<file path="src/rtl/axis_int_divider_pkg.sv">
// Shared constants and types for the iterative integer divider.
// Both the signed (DIV) and unsigned (DIVU) instances import this package.
package div_pkg;

    localparam int WIDTH            = 32;
    localparam int DIV_LAT_SIGNED   = 36;
    localparam int DIV_LAT_UNSIGNED = 34;

    localparam logic [WIDTH-1:0] DIV_BY_ZERO_QUOT = '1;

    typedef enum logic {
        ST_IDLE = 1'b0,
        ST_BUSY = 1'b1
    } div_state_t;

endpackage

</file>
<file path="src/rtl/axis_int_divider_if.sv">
// Operand and result stream bundle for axis_int_divider.
// slave = divider side, master = the EX-stage side that feeds it.
interface axis_int_divider_if #(
    parameter int WIDTH = 32
);

    logic               s_axis_divisor_tvalid;
    logic [WIDTH-1:0]   s_axis_divisor_tdata;
    logic               s_axis_divisor_tready;
    logic               s_axis_dividend_tvalid;
    logic [WIDTH-1:0]   s_axis_dividend_tdata;
    logic               s_axis_dividend_tready;
    logic               m_axis_dout_tvalid;
    logic               m_axis_dout_tuser;
    logic [2*WIDTH-1:0] m_axis_dout_tdata;

    modport slave (
        input  s_axis_divisor_tvalid,
        input  s_axis_divisor_tdata,
        output s_axis_divisor_tready,
        input  s_axis_dividend_tvalid,
        input  s_axis_dividend_tdata,
        output s_axis_dividend_tready,
        output m_axis_dout_tvalid,
        output m_axis_dout_tuser,
        output m_axis_dout_tdata
    );

    modport master (
        output s_axis_divisor_tvalid,
        output s_axis_divisor_tdata,
        input  s_axis_divisor_tready,
        output s_axis_dividend_tvalid,
        output s_axis_dividend_tdata,
        input  s_axis_dividend_tready,
        input  m_axis_dout_tvalid,
        input  m_axis_dout_tuser,
        input  m_axis_dout_tdata
    );

endinterface

</file>
<file path="src/rtl/axis_int_divider_core.sv">
// Restoring shift-subtract divider on unsigned magnitudes, one quotient bit
// per cycle; results stay valid after done until the next start.
module div_core_unsigned #(
    parameter int WIDTH = 32
) (
    input  logic             clk,
    input  logic             rst_n,
    input  logic             start,
    input  logic [WIDTH-1:0] dividend,
    input  logic [WIDTH-1:0] divisor,
    output logic [WIDTH-1:0] quotient,
    output logic [WIDTH-1:0] remainder,
    output logic             done
);

    localparam int CW = $clog2(WIDTH + 1);

    logic [WIDTH-1:0] rem_q;
    logic [WIDTH-1:0] quo_q;
    logic [WIDTH-1:0] dsr_q;
    logic [CW-1:0]    bits_left;
    logic             busy;
    logic [WIDTH:0]   shifted;
    logic [WIDTH:0]   trial;

    // rem_q < divisor is invariant, so the MSB of trial is a clean borrow flag
    assign shifted = {rem_q, quo_q[WIDTH-1]};
    assign trial   = shifted - {1'b0, dsr_q};

    always_ff @(posedge clk or negedge rst_n) begin
        if (!rst_n) begin
            rem_q     <= '0;
            quo_q     <= '0;
            dsr_q     <= '0;
            bits_left <= '0;
            busy      <= 1'b0;
            done      <= 1'b0;
        end else begin
            done <= 1'b0;
            if (start && !busy) begin
                rem_q     <= '0;
                quo_q     <= dividend;
                dsr_q     <= divisor;
                bits_left <= CW'(WIDTH);
                busy      <= 1'b1;
            end else if (busy) begin
                rem_q     <= trial[WIDTH] ? shifted[WIDTH-1:0] : trial[WIDTH-1:0];
                quo_q     <= {quo_q[WIDTH-2:0], ~trial[WIDTH]};
                bits_left <= bits_left - CW'(1);
                if (bits_left == CW'(1)) begin
                    busy <= 1'b0;
                    done <= 1'b1;
                end
            end
        end
    end

    assign quotient  = quo_q;
    assign remainder = rem_q;

endmodule

</file>
<file path="src/rtl/axis_int_divider.sv">
// Fixed-latency integer divider with valid handshakes: wraps the magnitude
// core with sign handling, divide-by-zero flagging and a latency pad timer.
//
//   state   | meaning
//   --------+---------------------------------------------------------
//   ST_IDLE | treadys high; accepts when both operand valids are high
//   ST_BUSY | core iterating; pad timer counts down to the result edge
module axis_int_divider #(
    parameter int SIGNED  = 1,
    parameter int WIDTH   = div_pkg::WIDTH,
    parameter int LATENCY = (SIGNED != 0) ? div_pkg::DIV_LAT_SIGNED
                                          : div_pkg::DIV_LAT_UNSIGNED
) (
    input  logic               aclk,
    input  logic               aresetn,
    axis_int_divider_if.slave  axis
);

    import div_pkg::*;

    localparam int CW = $clog2(LATENCY + 1);

    div_state_t       state;
    logic [CW-1:0]    pad_cnt;
    logic             accept;
    logic             a_neg;
    logic             b_neg;
    logic [WIDTH-1:0] a_mag;
    logic [WIDTH-1:0] b_mag;
    logic [WIDTH-1:0] core_quo;
    logic [WIDTH-1:0] core_rem;
    logic             core_done;
    logic [WIDTH-1:0] q_mag;
    logic [WIDTH-1:0] r_mag;
    logic [WIDTH-1:0] q_fix;
    logic [WIDTH-1:0] r_fix;
    logic             q_neg;
    logic             r_neg;
    logic             zero_div;
    logic [WIDTH-1:0] dvd_raw;

    assign accept = (state == ST_IDLE) && axis.s_axis_divisor_tvalid
                    && axis.s_axis_dividend_tvalid;

    assign a_neg = (SIGNED != 0) && axis.s_axis_dividend_tdata[WIDTH-1];
    assign b_neg = (SIGNED != 0) && axis.s_axis_divisor_tdata[WIDTH-1];
    assign a_mag = a_neg ? -axis.s_axis_dividend_tdata : axis.s_axis_dividend_tdata;
    assign b_mag = b_neg ? -axis.s_axis_divisor_tdata  : axis.s_axis_divisor_tdata;

    div_core_unsigned #(
        .WIDTH (WIDTH)
    ) u_core (
        .clk       (aclk),
        .rst_n     (aresetn),
        .start     (accept),
        .dividend  (a_mag),
        .divisor   (b_mag),
        .quotient  (core_quo),
        .remainder (core_rem),
        .done      (core_done)
    );

    // The most-negative / -1 case wraps back onto itself, which is the wanted result
    assign q_fix = q_neg ? -q_mag : q_mag;
    assign r_fix = r_neg ? -r_mag : r_mag;

    always_ff @(posedge aclk or negedge aresetn) begin
        if (!aresetn) begin
            state                   <= ST_IDLE;
            pad_cnt                 <= '0;
            q_mag                   <= '0;
            r_mag                   <= '0;
            q_neg                   <= 1'b0;
            r_neg                   <= 1'b0;
            zero_div                <= 1'b0;
            dvd_raw                 <= '0;
            axis.m_axis_dout_tvalid <= 1'b0;
            axis.m_axis_dout_tuser  <= 1'b0;
            axis.m_axis_dout_tdata  <= '0;
        end else begin
            axis.m_axis_dout_tvalid <= 1'b0;
            case (state)
                ST_IDLE: begin
                    if (accept) begin
                        state    <= ST_BUSY;
                        pad_cnt  <= CW'(LATENCY - 1);
                        q_neg    <= a_neg ^ b_neg;
                        r_neg    <= a_neg;
                        zero_div <= (axis.s_axis_divisor_tdata == '0);
                        dvd_raw  <= axis.s_axis_dividend_tdata;
                    end
                end
                ST_BUSY: begin
                    if (core_done) begin
                        q_mag <= core_quo;
                        r_mag <= core_rem;
                    end
                    if (pad_cnt == '0) begin
                        state                   <= ST_IDLE;
                        axis.m_axis_dout_tvalid <= 1'b1;
                        axis.m_axis_dout_tuser  <= zero_div;
                        axis.m_axis_dout_tdata  <= zero_div
                            ? {WIDTH'(DIV_BY_ZERO_QUOT), dvd_raw}
                            : {q_fix, r_fix};
                    end else begin
                        pad_cnt <= pad_cnt - CW'(1);
                    end
                end
                default: state <= ST_IDLE;
            endcase
        end
    end

    assign axis.s_axis_divisor_tready  = (state == ST_IDLE);
    assign axis.s_axis_dividend_tready = (state == ST_IDLE);

endmodule

</file>
<file path="src/flat_wrapper.sv">
// flat-port wrapper written by rule: the top's interface ports become plain ports
module axis_int_divider_flat import div_pkg::*;
#(
    parameter int SIGNED  = 1,
    parameter int WIDTH   = div_pkg::WIDTH,
    parameter int LATENCY = (SIGNED != 0) ? div_pkg::DIV_LAT_SIGNED
                                          : div_pkg::DIV_LAT_UNSIGNED
)
  (aclk, aresetn, axis_s_axis_divisor_tvalid, axis_s_axis_divisor_tdata, axis_s_axis_divisor_tready, axis_s_axis_dividend_tvalid, axis_s_axis_dividend_tdata, axis_s_axis_dividend_tready, axis_m_axis_dout_tvalid, axis_m_axis_dout_tuser, axis_m_axis_dout_tdata);
  axis_int_divider_if #(.WIDTH(WIDTH)) axis_i ();
  input  logic aclk;
  input  logic aresetn;
  input wire logic [$bits(axis_i.s_axis_divisor_tvalid)-1:0] axis_s_axis_divisor_tvalid;
  input wire logic [$bits(axis_i.s_axis_divisor_tdata)-1:0] axis_s_axis_divisor_tdata;
  output wire logic [$bits(axis_i.s_axis_divisor_tready)-1:0] axis_s_axis_divisor_tready;
  input wire logic [$bits(axis_i.s_axis_dividend_tvalid)-1:0] axis_s_axis_dividend_tvalid;
  input wire logic [$bits(axis_i.s_axis_dividend_tdata)-1:0] axis_s_axis_dividend_tdata;
  output wire logic [$bits(axis_i.s_axis_dividend_tready)-1:0] axis_s_axis_dividend_tready;
  output wire logic [$bits(axis_i.m_axis_dout_tvalid)-1:0] axis_m_axis_dout_tvalid;
  output wire logic [$bits(axis_i.m_axis_dout_tuser)-1:0] axis_m_axis_dout_tuser;
  output wire logic [$bits(axis_i.m_axis_dout_tdata)-1:0] axis_m_axis_dout_tdata;
  assign axis_i.s_axis_divisor_tvalid = axis_s_axis_divisor_tvalid;
  assign axis_i.s_axis_divisor_tdata = axis_s_axis_divisor_tdata;
  assign axis_s_axis_divisor_tready = axis_i.s_axis_divisor_tready;
  assign axis_i.s_axis_dividend_tvalid = axis_s_axis_dividend_tvalid;
  assign axis_i.s_axis_dividend_tdata = axis_s_axis_dividend_tdata;
  assign axis_s_axis_dividend_tready = axis_i.s_axis_dividend_tready;
  assign axis_m_axis_dout_tvalid = axis_i.m_axis_dout_tvalid;
  assign axis_m_axis_dout_tuser = axis_i.m_axis_dout_tuser;
  assign axis_m_axis_dout_tdata = axis_i.m_axis_dout_tdata;
  axis_int_divider #(.SIGNED(SIGNED), .WIDTH(WIDTH), .LATENCY(LATENCY)) u_core (.aclk(aclk), .aresetn(aresetn), .axis(axis_i));
endmodule
</file>
<file path="config.mk">
export PLATFORM = sky130hd
export DESIGN_NAME = axis_int_divider_flat
export DESIGN_NICKNAME = d
export VERILOG_FILES = /design/src/rtl/axis_int_divider_pkg.sv /design/src/rtl/axis_int_divider_if.sv /design/src/rtl/axis_int_divider_core.sv /design/src/rtl/axis_int_divider.sv /design/src/flat_wrapper.sv
export SDC_FILE = /design/constraint.sdc
export NUM_CORES = 1
export LEC_CHECK = 0
export CORE_MARGIN = 5
export CORE_UTILIZATION = 63
export DETAILED_ROUTE_END_ITERATION = 10
export GPL_ROUTABILITY_DRIVEN = 0
export PLACE_DENSITY = 0.95
export REMOVE_ABC_BUFFERS = 1
export SLEW_MARGIN = 0
export SYNTH_ARGS = -nofsm -noshare
export SYNTH_HDL_FRONTEND = slang
export SYNTH_SLANG_ARGS = --single-unit
</file>
<file path="constraint.sdc">
create_clock -name aclk -period 9.9 [get_ports aclk]
set_input_delay 1.98 -clock aclk [delete_from_list [all_inputs] [get_ports aclk]]
set_output_delay 1.98 -clock aclk [all_outputs]
set_load 0.05 [all_outputs]
</file>
## Yosys cells after proc, flatten, opt, wreduce, memory -nomap -nowiden

Index checks and enable logic that the tools add are counted.

- Multiply operators: 0
- Equal/unequal tests: 3
- Reductions and logical operators: 11
- Order comparisons: 0
- Divide/modulo/power cells: 0
- Bitwise logic cells: 3
- Shift-type cells: 0
- Mux-type cells: 26
- $add $sub $neg: 7

Operators with widths:

| kind | count |
|---|---|
| two-way mux 32 bit | 9 |
| negator 32 bit | 4 |
| two-way mux 64 bit | 1 |
| subtractor 33 x 32 -> 33 bit | 1 |
| logical NOT 32 bit | 1 |
| two-way mux 6 bit | 4 |
| case mux 6 bit (2 select lines) | 1 |
| subtractor 6 x 1 -> 6 bit, second input constant | 2 |
| two-way mux 1 bit | 10 |
| AND reduction 2 bit | 4 |
| equality test 6 x 1 -> 1 bit, second input constant | 1 |
| logical NOT 6 bit | 1 |
| logical AND 1 bit | 3 |
| != test 2 x 1 -> 1 bit, second input constant | 1 |
| != test 2 bit, second input constant | 1 |
| inverter 1 bit | 2 |
| case mux 1 bit (2 select lines) | 1 |
| nonzero test 2 bit | 1 |
| logical NOT 1 bit | 1 |
| XOR 1 bit | 1 |

- Output and inout bits: 68
- Memories kept: 0
- Logic and storage cells: 67
- Memory bits (read-only): 0
- Bits in latches: 0
- Register bits after elaboration: 276
- Input bits: 68
- Memory bits (writable): 0

## Depth between registers and ports, before layout

- Depth in word-level cells: 5
- Depth in mapped cells: 14

## Modules after synthesis

Synthesis repeated with hierarchy kept, for this count alone.

- Cell total of the unflattened synthesis: 1679
- Area total of the unflattened synthesis: 15633.7 um^2

Modules (own cells, without submodules):

| module | seq. area each (um^2) | times used | cells an instance | area an instance (um^2) |
|---|---|---|---|---|
| axis_int_divider | 4279.1 | 1 | 970 | 9352.7 |
| div_core_unsigned | 2602.5 | 1 | 709 | 6281.0 |

## Least setup slack after synthesis

Ideal clock, no wire load.

- Path type: input to register
- Start: in axis_s_axis_divisor_tdata[8]
- End: reg u_core.u_core.dsr_q[23]
- Setup slack: 5.688 ns
- Required time: 9.763 ns
- Path buffers: 0
- Arrival: 4.075 ns
- Cell stages on the path: 7
- Cells stage by stage: or4_4 -> nor4_4 -> or3b_1 -> or4_1 -> o41ai_2 -> xor2_1 -> a21oi_1

- Longest elaborated chain between the ends: 2

RTL lines:

| element | RTL line | text |
|---|---|---|
| start: declaration | flat_wrapper.sv:14 | `input wire logic [$bits(axis_i.s_axis_divisor_tdata)-1:0] axis_s_axis_divisor_tdata;` |
| negator 32 bit | axis_int_divider.sv:48 | `assign b_mag = b_neg ? -axis.s_axis_divisor_tdata : axis.s_axis_divisor_tdata;` |
| two-way mux 32 bit | axis_int_divider.sv:48 |  |
| end signal: assignment | axis_int_divider_core.sv:43 | `dsr_q <= divisor;` |
| end: declaration | axis_int_divider_core.sv:20 | `logic [WIDTH-1:0] dsr_q;` |

Every way passes these cells.
A chain may end at the register's enable or synchronous reset.

## Worst setup path in the final report

- Start: in axis_s_axis_dividend_tdata[1]
- End: reg u_core.u_core.quo_q[28], in the netlist u_core.u_core.quotient[28]

- Longest elaborated chain between the ends: 3

RTL lines:

| element | RTL line | text |
|---|---|---|
| start: declaration | flat_wrapper.sv:17 | `input wire logic [$bits(axis_i.s_axis_dividend_tdata)-1:0] axis_s_axis_dividend_tdata;` |
| negator 32 bit | axis_int_divider.sv:47 | `assign a_mag = a_neg ? -axis.s_axis_dividend_tdata : axis.s_axis_dividend_tdata;` |
| two-way mux 32 bit | axis_int_divider.sv:47 |  |
| two-way mux 32 bit | axis_int_divider_core.sv:40 | `if (start && !busy) begin` |
| end signal: assignment | axis_int_divider_core.sv:42 | `quo_q <= dividend;` |
| end signal: assignment | axis_int_divider_core.sv:48 | `quo_q <= {quo_q[WIDTH-2:0], ~trial[WIDTH]};` |
| end: declaration | axis_int_divider_core.sv:19 | `logic [WIDTH-1:0] quo_q;` |

Every way passes these cells.

==> flow_results.org <==
** Status
- The flow ran to the end, and the final reports show no timing, DRC or antenna violations.

** STA
- Final critical-path required period :: between 4000 and 5000 ps
- Final number of max-transition violations :: 0
- Final hold violation count :: 0
- RSZ-0062 raised after global routing :: false
- Final setup viols :: 0
- Setup slack on the critical path of the routed design comes to approximately 5300 ps.
- After layout, the worst path uses between 40% and 50% of the clock period.
- Clock skew on the completed layout was measured at around 11 ps.
- At the pin with the least slew margin, the transition time is 1240 ps.
- Fin Hold WS :: around 470 ps
- Highest Clock Rate :: ~0.22 GHz
- The worst pin sits at a relative slew slack of ~17%.
- For the final routed database, the setup TNS stands at 0 ps.

** GRT
- For this run, the total global-route usage over all layers was measured as between 20% and 30%.
- Antenna violations before repair :: 0
- First-pass GRT wire length :: between 60 and 70 mm
- Summed over all layers, the global routing overflow is 0.
- Entering global routing, the biggest net connects roughly 130 pins.
- Vias in the first global route :: 12855

** Floorplanning
- Std-Cell Core Area :: 0.0243 mm2
- ~140 I/O pins were placed.
- Die width :: about 170 um
- Effective utilization at floorplan :: between 60% and 70%
- The die is ~170 um tall.
- The floorplan step defined a die boundary enclosing approximately 0.028 mm2.
- Row cnt :: 57

** Clock tree
- Clock insertion delay at the later pin of the skew report :: around 540 ps
- The cell sitting at the root of the clock tree is a sky130_fd_sc_hd__clkbuf_16.
- TritonCTS clock tree :: built
- Once the clock tree was built, the setup fixing pass inserted 0 buffers.
- After clock tree synthesis, the flow added hold-fix buffers numbering 0.
- H-tree level count :: 1
- PostCTS Resize Cnt :: 0
- Clock-pin slew of the registers on the worst-case setup and hold paths :: 60 ps
- Number of buffers between clock root and the deepest sink :: 3
- Clock tree synthesis inserted a total of 28 buffers.
- The clock drives roughly 280 sinks.

** Power and ir drop
- Across the VDD grid, the largest voltage drop is about 0.21 mV.
- In this run the power spent charging and discharging nets is ~3.1 mW.
- Cell area power density :: around 380 mW/mm2
- Leakage Power :: ~8 nW
- The internal portion of the total power is ~3.7 mW.
- Per report_power, the clock group accounts for between 10% and 20% of the total.
- Share of total power in sequential cells :: just over 30%
- Final total power :: roughly 6.8 mW
- Comb pwr share :: 54.2%
- Net switching is approximately 45% of the power.

** Layout
- Fill cells in the final layout number 1605.
- 0 antenna diodes ended up in the layout.
- Layout area overhead :: 15.7%
- In the final layout, the multi-input gates occupy 0.00808 mm2.
- For this run, the post-layout net count is 1901.
- Cells with a size suffix above 1 make up under 10% of the layout.
- Registers take 0.00688 mm2.

** Worst setup path
- Of all nets on the critical path, the largest fanout is 6.
- Data required time of the critical path :: 10350 ps
- Sort of element at the start of the critical path :: input port
- Critical Path Sink Type :: flop
- The setup path with the least slack is of type in -> reg.
- Worst reg2reg startpoint :: u_core.u_core.quotient[31]$_DFFE_PN0P_
- Worst endpoint data arrival time :: 5030 ps
- The critical path starts at axis_s_axis_dividend_tdata[1].

** Yosys
- Mean cell area of the mapped netlist :: approximately 9.1 um2
- Area share of the largest cell type after synthesis :: 44.3%
- Most frequent cell after synthesis :: sky130_fd_sc_hd__dfrtp_1
- Counting flops with a built-in enable in the synthesized netlist gives 0.
- The synthesized design spends more area on one cell type than any other, namely sky130_fd_sc_hd__dfrtp_1.
- In this run, synthesis produced a sequential element count of between 200 and 300.
- Portion of the post-synthesis area used by sequential elements :: 44.3%
- Distinct cell type count of the synthesized netlist :: 73
- Async set or reset register ratio after synthesis :: 100%
- Synthesized netlist cell count :: 1706
- Leading post-synthesis cells by cell area :: sky130_fd_sc_hd__dfrtp_1 44%, sky130_fd_sc_hd__nand2_1 6.4%, sky130_fd_sc_hd__xor2_1 5.6%
- Yosys printed 0 warnings.
- Most frequent cells after synthesis :: 275 x sky130_fd_sc_hd__dfrtp_1, 266 x sky130_fd_sc_hd__nand2_1, 141 x sky130_fd_sc_hd__nor2_1
- The cell area that synthesis handed to floorplanning was around 0.016 mm2.
- Most frequently used flop master after synthesis :: sky130_fd_sc_hd__dfrtp_1

** Drt
- Total vias in the final route :: ~13000
- Once detail routing completed, the nets flagged for antenna violations numbered 0.
- After detailed routing, the number of remaining DRC violations is 0.
- Number of optimization iterations in the first detailed-route pass :: 5
- For this block, the routed nets add up to between 30 and 40 mm of wire.
- Per-cell routed wire length :: roughly 18 um
- DRT iter0 DRCs :: about 1300
- Via/cell ratio :: roughly 6.2

** Placement
- Pre-CTS setup slack :: slightly below 5000 ps
- HPWL reported at the end of detailed placement :: ~27 mm
- Number of buffers added on ports :: approximately 140

** Worst hold path
- Path category of the worst min-delay check :: reg -> reg
- In this run the most critical hold path is launched from u_core.axis.m_axis_dout_tdata[32]$_DFFE_PN0P_.

** Job
- The tool flagged a number of max-cap violations equal to 0.
kinds of logic after synthesis:
kind of cell / share of synthesized area, %
AOI/OAI and AO/OA: 16.9
xor gates and xnor gates: 8.35
adders and majority gates: 3.27
buffers and inverters: 3.78
DFF: 44.3
muxes: 6.96
and+or+nand+nor: 16.4
cells in the final DEF, fill, tap and decap left out, types with 10 or more instances in the layout:
master,count
sky130_fd_sc_hd__nor3_1,14
sky130_fd_sc_hd__o211ai_1,16
sky130_fd_sc_hd__buf_4,12
sky130_fd_sc_hd__o31ai_1,34
sky130_fd_sc_hd__nor2_1,140
sky130_fd_sc_hd__dfrtp_1,273
sky130_fd_sc_hd__and3_1,10
sky130_fd_sc_hd__o41ai_1,17
sky130_fd_sc_hd__mux2i_1,36
sky130_fd_sc_hd__o22a_1,10
sky130_fd_sc_hd__mux2_2,64
sky130_fd_sc_hd__ha_1,39
sky130_fd_sc_hd__inv_1,58
sky130_fd_sc_hd__nand3_1,34
sky130_fd_sc_hd__a21oi_1,139
sky130_fd_sc_hd__nand2_1,264
sky130_fd_sc_hd__clkdlybuf4s50_1,134
sky130_fd_sc_hd__o21ai_1,78
sky130_fd_sc_hd__a21o_1,11
sky130_fd_sc_hd__or3_1,16
sky130_fd_sc_hd__xor2_1,99
sky130_fd_sc_hd__o21ai_0,71
sky130_fd_sc_hd__or4_1,14
sky130_fd_sc_hd__clkbuf_16,29
sky130_fd_sc_hd__xnor2_1,49
power by group through the flow:
stage | Sequential (mW) | Clock [mW] | Combinational (mW)
2_1_floorplan | 2.32 | 0 | 2.39
3_3_place_gp | 2.02 | 0 | 3.46
3_5_place_dp | 2.07 | 0 | 3.63
4_1_cts | 2.06 | 1.06 | 3.68
5_1_grt | 2.13 | 1.12 | 4.06
6_report | 2.08 | 1.06 | 3.71
final timing paths:
kind | slack [ps] | cells after the start | to
worst min-delay path | 470 | 2 | u_core.axis.m_axis_dout_tdata[32]$_DFFE_PN0P_
worst max register to register | 5630 | 12 | u_core.u_core.remainder[0]$_DFFE_PN0P_
min in group asynchronous | 1520 | 1 | u_core.axis.m_axis_dout_tdata[58]$_DFFE_PN0P_
worst min register to register | 470 | 2 | u_core.axis.m_axis_dout_tdata[32]$_DFFE_PN0P_
worst max-delay path | 5320 | 11 | u_core.u_core.quotient[28]$_DFFE_PN0P_
max in group asynchronous | 6770 | 2 | u_core.dvd_raw[19]$_DFFE_PN0P_
critical path, stage by stage:
cell                              delay, ps
sky130_fd_sc_hd__clkdlybuf4s50_1        470
sky130_fd_sc_hd__inv_1                  130
sky130_fd_sc_hd__ha_1                   200
sky130_fd_sc_hd__or3b_2                 540
sky130_fd_sc_hd__nor3_1                 380
sky130_fd_sc_hd__nand3_1                170
sky130_fd_sc_hd__or3_1                  400
sky130_fd_sc_hd__o41ai_1                350
sky130_fd_sc_hd__xnor2_1                160
sky130_fd_sc_hd__mux2i_1                 90
sky130_fd_sc_hd__o21ai_1                140
routing by layer:
metal	GRT usage (%)	share of wire [%]
met5	0	0
met4	9.93	3.5
met3	2.96	6.4
met2	46.7	50
met1	33.7	40
metrics by stage:
| stage | std cells | cell area [um2] | utilization (%) |
|---|---|---|---|
| 2_1_floorplan | 1616 | 15200 | - |
| 3_3_place_gp | 2087 | 17000 | 70.0 |
| 3_5_place_dp | 2087 | 17000 | 70.0 |
| 4_1_cts | 2137 | 18000 | 73.8 |
| 5_1_grt | 2137 | 18000 | 73.8 |
| 6_report | 2137 | 18000 | 73.8 |
flip-flops by register name, summed over array words and instances, names as in the netlist, 6 cells and up:
name,count
u_core.dvd_raw,32
u_core.axis.m_axis_dout_tdata,64
u_core.pad_cnt,6
u_core.q_mag,32
u_core.u_core.bits_left,6
u_core.u_core.remainder,32
u_core.u_core.dsr_q,32
u_core.r_mag,32
u_core.u_core.quotient,32
area by class of cell:
class	count	area share [%]
multi-input cells	1282	45.0
flip-flops and latches	275	38.3
repair buffers	147	8.05
clock buffers	39	4.42
well taps	324	2.26
inverters	59	1.23
clock inverters	11	0.725
Note: power is estimated with default switching activity, not from simulation.
